===== src/rtl/hacd_zchunk_decompressor.sv =====
`default_nettype none
// ============================================================================
// hacd_zchunk_decompressor : zero-chunk page expander (optional size check
// enabled by macro HACD_DECOMP_SIZE_CHECK_EN)
// Revision: 1.0
// ============================================================================
module hacd_zchunk_decompressor #(
    parameter int DATA_WIDTH      = 512,
    parameter int NUM_CHUNKS      = 4,
    parameter int LINES_PER_CHUNK = 16,
    parameter int SIZE_WIDTH      = 14
) (
    input  logic                  clk_i,
    input  logic                  rst_ni,
    input  logic                  decomp_start,
    input  logic [SIZE_WIDTH-1:0] comp_size,
    input  logic                  rdfifo_empty,
    output logic                  rd_req,
    input  logic [DATA_WIDTH-1:0] rd_data,
    input  logic [1:0]            rd_rresp,
    input  logic                  rd_valid,
    input  logic                  wrfifo_full,
    output logic                  wr_req,
    output logic [DATA_WIDTH-1:0] wr_data,
    output logic                  decomp_done,
    output logic                  decomp_err,
    output logic [1:0]            err_code,
    output logic                  busy
);

    localparam int C_LCNT_W = $clog2(LINES_PER_CHUNK);
    localparam int C_CIDX_W = $clog2(NUM_CHUNKS + 1);
    localparam logic [C_LCNT_W-1:0] C_LAST_LINE = C_LCNT_W'(LINES_PER_CHUNK - 1);
    localparam logic [C_CIDX_W-1:0] C_END_CHUNK = C_CIDX_W'(NUM_CHUNKS);

    typedef enum logic [3:0] {
        ST_IDLE  = 4'd0,
        ST_META  = 4'd1,
        ST_CHECK = 4'd2,
        ST_SEL   = 4'd3,
        ST_ZERO  = 4'd4,
        ST_COPY  = 4'd5,
        ST_DONE  = 4'd6,
        ST_ERROR = 4'd7,
        ST_DRAIN = 4'd8
    } state_e;

    state_e                state_q, state_d;
    logic [NUM_CHUNKS-1:0] bitmap_q, bitmap_d;
    logic [C_CIDX_W-1:0]   chunk_idx_q, chunk_idx_d;
    logic [C_LCNT_W-1:0]   line_cnt_q, line_cnt_d;
    logic                  outst_q, outst_d;
    logic                  pend_q, pend_d;
    logic                  rd_req_q, rd_req_d;
    logic                  wr_req_q, wr_req_d;
    logic [DATA_WIDTH-1:0] wr_data_q, wr_data_d;
    logic                  done_q, done_d;
    logic                  err_q, err_d;
    logic [1:0]            err_code_q, err_code_d;
    logic                  busy_q, busy_d;

    logic cur_zero;
    logic line_adv;
    logic abort;
    logic size_ok;

`ifdef HACD_DECOMP_SIZE_CHECK_EN
    localparam int C_EXP_W = SIZE_WIDTH + 1;
    logic [C_EXP_W-1:0] zero_cnt;
    logic [C_EXP_W-1:0] exp_size;

    always_comb begin
        zero_cnt = '0;
        for (int i = 0; i < NUM_CHUNKS; i++) begin
            zero_cnt = zero_cnt + C_EXP_W'(bitmap_q[i]);
        end
        exp_size = C_EXP_W'(1) + C_EXP_W'(LINES_PER_CHUNK) * (C_EXP_W'(NUM_CHUNKS) - zero_cnt);
        size_ok  = (exp_size == {1'b0, comp_size});
    end
`else
    logic unused_comp_size;
    assign unused_comp_size = ^comp_size;
    assign size_ok          = 1'b1;
`endif

    always_comb begin
        cur_zero = 1'b0;
        for (int i = 0; i < NUM_CHUNKS; i++) begin
            if (chunk_idx_q == C_CIDX_W'(i)) begin
                cur_zero = bitmap_q[i];
            end
        end
    end

    assign abort = !decomp_start &&
                   (state_q inside {ST_META, ST_CHECK, ST_SEL, ST_ZERO, ST_COPY});

    always_comb begin
        state_d     = state_q;
        bitmap_d    = bitmap_q;
        chunk_idx_d = chunk_idx_q;
        line_cnt_d  = line_cnt_q;
        outst_d     = outst_q & ~rd_valid;
        pend_d      = pend_q;
        rd_req_d    = 1'b0;
        wr_req_d    = 1'b0;
        wr_data_d   = wr_data_q;
        err_code_d  = err_code_q;
        line_adv    = 1'b0;

        if (abort) begin
            // An outstanding read must still be absorbed before going idle.
            pend_d  = 1'b0;
            state_d = (outst_q && !rd_valid) ? ST_DRAIN : ST_IDLE;
        end else begin
            case (state_q)
                ST_IDLE: begin
                    chunk_idx_d = '0;
                    line_cnt_d  = '0;
                    pend_d      = 1'b0;
                    err_code_d  = 2'd0;
                    if (decomp_start && !rdfifo_empty) begin
                        state_d = ST_META;
                    end
                end
                ST_META: begin
                    if (outst_q) begin
                        if (rd_valid) begin
                            if (rd_rresp != 2'd0) begin
                                state_d    = ST_ERROR;
                                err_code_d = 2'd1;
                            end else begin
                                bitmap_d = rd_data[NUM_CHUNKS-1:0];
                                state_d  = ST_CHECK;
                            end
                        end
                    end else if (!rdfifo_empty) begin
                        rd_req_d = 1'b1;
                        outst_d  = 1'b1;
                    end
                end
                ST_CHECK: begin
                    if (!size_ok) begin
                        state_d    = ST_ERROR;
                        err_code_d = 2'd2;
                    end else begin
                        chunk_idx_d = '0;
                        state_d     = ST_SEL;
                    end
                end
                ST_SEL: begin
                    line_cnt_d = '0;
                    if (chunk_idx_q == C_END_CHUNK) begin
                        state_d = ST_DONE;
                    end else if (cur_zero) begin
                        state_d = ST_ZERO;
                    end else begin
                        state_d = ST_COPY;
                    end
                end
                ST_ZERO: begin
                    if (!wrfifo_full) begin
                        wr_req_d  = 1'b1;
                        wr_data_d = '0;
                        line_adv  = 1'b1;
                    end
                end
                ST_COPY: begin
                    // A line that lands while the write FIFO is almost full is
                    // parked in wr_data_q until a slot can be claimed.
                    if (pend_q) begin
                        if (!wrfifo_full) begin
                            wr_req_d = 1'b1;
                            pend_d   = 1'b0;
                            line_adv = 1'b1;
                        end
                    end else if (outst_q) begin
                        if (rd_valid) begin
                            if (rd_rresp != 2'd0) begin
                                state_d    = ST_ERROR;
                                err_code_d = 2'd1;
                            end else begin
                                wr_data_d = rd_data;
                                if (!wrfifo_full) begin
                                    wr_req_d = 1'b1;
                                    line_adv = 1'b1;
                                end else begin
                                    pend_d = 1'b1;
                                end
                            end
                        end
                    end else if (!rdfifo_empty && !wrfifo_full) begin
                        rd_req_d = 1'b1;
                        outst_d  = 1'b1;
                    end
                end
                ST_DONE: begin
                    if (!decomp_start) begin
                        state_d = ST_IDLE;
                    end
                end
                ST_ERROR: begin
                    if (!decomp_start) begin
                        state_d    = ST_IDLE;
                        err_code_d = 2'd0;
                    end
                end
                ST_DRAIN: begin
                    if (rd_valid || !outst_q) begin
                        state_d = ST_IDLE;
                    end
                end
                default: begin
                    state_d = ST_IDLE;
                end
            endcase
        end

        if (line_adv) begin
            line_cnt_d = line_cnt_q + 1'b1;
            if (line_cnt_q == C_LAST_LINE) begin
                chunk_idx_d = chunk_idx_q + 1'b1;
                state_d     = ST_SEL;
            end
        end

        done_d = (state_d == ST_DONE);
        err_d  = (state_d == ST_ERROR);
        busy_d = (state_d != ST_IDLE);
    end

    always_ff @(posedge clk_i or negedge rst_ni) begin
        if (!rst_ni) begin
            state_q     <= ST_IDLE;
            bitmap_q    <= '0;
            chunk_idx_q <= '0;
            line_cnt_q  <= '0;
            outst_q     <= 1'b0;
            pend_q      <= 1'b0;
            rd_req_q    <= 1'b0;
            wr_req_q    <= 1'b0;
            wr_data_q   <= '0;
            done_q      <= 1'b0;
            err_q       <= 1'b0;
            err_code_q  <= 2'd0;
            busy_q      <= 1'b0;
        end else begin
            state_q     <= state_d;
            bitmap_q    <= bitmap_d;
            chunk_idx_q <= chunk_idx_d;
            line_cnt_q  <= line_cnt_d;
            outst_q     <= outst_d;
            pend_q      <= pend_d;
            rd_req_q    <= rd_req_d;
            wr_req_q    <= wr_req_d;
            wr_data_q   <= wr_data_d;
            done_q      <= done_d;
            err_q       <= err_d;
            err_code_q  <= err_code_d;
            busy_q      <= busy_d;
        end
    end

    assign rd_req      = rd_req_q;
    assign wr_req      = wr_req_q;
    assign wr_data     = wr_data_q;
    assign decomp_done = done_q;
    assign decomp_err  = err_q;
    assign err_code    = err_code_q;
    assign busy        = busy_q;

endmodule
`default_nettype wire


===== config.mk =====
export PLATFORM = sky130hd
export DESIGN_NAME = hacd_zchunk_decompressor
export DESIGN_NICKNAME = d
export VERILOG_FILES = /design/src/rtl/hacd_zchunk_decompressor.sv
export SDC_FILE = /design/constraint.sdc
export NUM_CORES = 1
export LEC_CHECK = 0
export CAP_MARGIN = 0
export CELL_PAD_IN_SITES_DETAIL_PLACEMENT = 0
export CELL_PAD_IN_SITES_GLOBAL_PLACEMENT = 1
export CORE_AREA = 2 2 413 415
export DETAILED_ROUTE_END_ITERATION = 8
export DIE_AREA = 0 0 415 417
export HOLD_SLACK_MARGIN = 0.05
export MAX_ROUTING_LAYER = met4
export PLACE_DENSITY_LB_ADDON = 0.12
export SETUP_SLACK_MARGIN = 0.02
export SYNTH_ARGS = -nofsm -noshare
export SYNTH_HDL_FRONTEND = slang
export SYNTH_SLANG_ARGS = --single-unit
export TNS_END_PERCENT = 100

===== constraint.sdc =====
create_clock -name clk_i -period 3.3 [get_ports clk_i]
set_input_delay 0.495 -clock clk_i [delete_from_list [all_inputs] [get_ports clk_i]]
set_output_delay 0.495 -clock clk_i [all_outputs]
set_load 0.005 [all_outputs]

==> summary.txt <==
Run status
  – Outcome: complete, no violations

Yosys
  – Post-synthesis cell area: 21420 µm²
  – Synth Net Count: 2912
  – Synth Instances: 2372
  – Commonest cells post-synth: nand2_1 (1039), dfrtp_1 (535), o21ai_1 (520)
  – Sequential area share after synthesis: 62.51%
  – Post-synth ARST share: 100.0%
  – Yosys top cell area share: between 60% and 70%
  – Number of flops mapped to enable cells by yosys: 0
  – Top post-synthesis cells by area: dfrtp_1 (63%), nand2_1 (18%), o21ai_1 (12%), clkbuf_1 (2.0%), buf_2 (1.1%)
  – Ys Warns: 0
  – Synthesized flop and latch total: 535
  – Post-synth top flop: dfrtp_1
  – Cell with the most instances after synthesis: nand2_1
  – Synth cell types: just over 50
  – Post-Syn Area per Cell: 9.030 µm²
  – Cell taking the most area after synthesis: dfrtp_1

Routing
  – Via count: 19670
  – Final WL: 126.2 mm
  – Routed vias/inst: 3.466
  – Antenna Violating Nets Remaining: 0
  – DRT Pass-1 Iters: 5
  – First DRT Iteration DRCs: 944
  – Wirelength per Cell: 22.24 µm
  – DRC violation count after routing: 0

Die
  – Placement row count: around 150
  – I/O pin count: 1053
  – Die Y: 417 µm
  – Initial core utilization: 12.71%
  – Die width: around 420 µm
  – Die area: 173100 µm²
  – Core ar.: 168500 µm²

GRT
  – Largest net degree at the start of global routing: 106
  – GRT met2 Usage: 26.16%
  – First-pass GRT wire length: 173.0 mm
  – Total GRT Usage: 14.66%
  – Vias in the first global route: roughly 20000
  – Initial antenna violation count: 39
  – GRT Residual Overflow: 0
  – GR Util met1: 16.07%
  – Global-route track usage on met3: 4.323%
  – Most Used Layer, Global Route: met2

Min path
  – Hold WC Path Type: in2async

Layout
  – Fin nets: 3923
  – Fillers: 18700
  – Fraction of layout cells with a size suffix above 1: roughly 5.7%
  – Fin util: 22.11%
  – Synth-to-Final Area Change: 73.95%

Placement
  – Post-DP HPWL: 100.1 mm
  – Pre-CTS setup slack: 0.3939 ns
  – I/O Buffers: 1037
  – Gpl congestion: ~0.80

CTS
  – Clock latency on the worst-skew pair: 0.66 ns
  – Clk buf depth: 3
  – # H-tree levels: 3
  – CTS sink cnt: 535
  – CTS tree: built
  – Post-CTS Resized: 0
  – CTS buffer count: 76
  – Worst-path clk slew: 0.05 ns
  – Root Buffer: clkbuf_16

STA
  – Total negative setup slack: 0 ns
  – Worst setup margin: 0.7997 ns
  – Slew Viols, Final: 0
  – Unrepaired setup endpoints after global routing: no
  – Tmin final: 2.500 ns
  – Setup violators final: 0
  – Setup Skew: 0.02316 ns
  – Slew @ Worst Pin: 0.8355 ns
  – Slew HR: 42.86%
  – Peak Freq: approximately 400 MHz
  – Fin Hold WS: 0.3283 ns
  – Fin. Hold Viols: 0
  – Final worst path period share: 75.77%

Job
  – MaxCap Viol Count: 0

Worst setup path
  – CP max FO: 32
  – Worst Setup End Kind: flip-flop
  – Worst EP required: 3.83 ns
  – Startpoint Class: flip-flop
  – CP Class: reg2reg
  – Worst EP arrival: 3.03 ns

Power and ir drop
  – Total power: between 15 and 20 mW
  – Worst vdd ir: a little over 300 µV
  – Pwr/cell area: 504.6 nW/µm²
  – LEAKAGE: 14.12 nW
[cells in the final DEF (no fill, tap or decap), drive strengths merged, types with 5 or more instances in the layout]
master and instances:
a21oi 7, clkdlybuf4s50 1036, nand4 5, buf 75
nor2 5, inv 10, nand3 5, clkbuf 119
diode 17, o21ai 527, ha 6, dfrtp 535
clkinv 13, nand2 1039, nor3b 5
[sequential cells by signal, summed over array words and instances, names as in the netlist]
name,flops
wr_data,512
bitmap_q,4
line_cnt_q,4
state_q,4
chunk_idx_q,3
busy,1
decomp_done,1
decomp_err,1
err_code,1
outst_q,1
pend_q,1
rd_req,1
wr_req,1
[per-layer routing]
layer	vias to the layer above	routed length [µm]
met5	-	0
met4	0	2604
met3	149	7468
met2	481	66810
met1	9325	49310
li1	9716	-
[through the flow]
stage	std cells	area, µm²
CTS	5658	37210
floorplan	2372	21420
finish	5675	37260
global route	5668	37240
global placement	5522	34700
detailed placement	5522	34700
[critical path, stage by stage, from the launching register on]
cell and delay, ns:
dfrtp_1 0.56, or2_1 0.39, o21ai_4 0.27, nand4_4 0.37, buf_12 0.33, buf_4 0.26, nand2_1 0.10, o21ai_1 0.06
[timing repair]
action / 4_1_cts / 5_1_grt
setup buffers: 0 / 0
hold endpoints to repair: 44 / 0
hold buffers: 1 / 0
[worst paths after layout]
kind,start,cells past startpoint,endpoint,slack (ns)
setup / recovery,state_q[2],7,wr_data[316],0.80
hold / removal,rst_ni,2,wr_data[502],0.33
setup reg to reg,state_q[2],7,wr_data[316],0.80
hold reg to reg,wr_data[153],2,wr_data[153],0.48
max in group asynchronous,rst_ni,4,wr_data[40],1.78
min in group clk_i,rd_data[276],3,wr_data[276],0.36
[cell families (layout without fill, tap and decap cells)]
kind of cell | Yosys count | in the layout | share of synthesized area [%]
multiplexers | 4 | 4 | 0.2103
other | 1 | 18 | 0.01751
adder cells (fa/ha/maj) | 6 | 6 | 0.3505
buffers and inverters | 188 | 1256 | 3.949
flip-flops | 535 | 535 | 62.51
AND/OR/NAND/NOR | 1083 | 1083 | 19.60
AO/OA/AOI/OAI | 555 | 555 | 13.37
[layout make-up]
class / count / area (µm²) / area share (%)
timing repair buffer: 1112 / 11330 / 30.40
multi-input combinational: 1649 / 7188 / 19.29
tap: 2218 / 2775 / 7.449
clock inverter: 16 / 207.7 / 0.5575
clock buffer: 119 / 2295 / 6.159
sequential: 535 / 13390 / 35.93
inverter: 9 / 33.78 / 0.09068
antenna: 17 / 42.54 / 0.1142
[power by group]
part	switching, mW	internal (mW)	total, mW	leakage [nW]
clock	3.39	4.94	8.34	1.23
sequential	0.277	6.97	7.25	7.45
combinational	1.60	1.62	3.21	5.43
total	5.27	13.5	18.8	14.1
No activity file was read; power rests on OpenSTA's default activity.
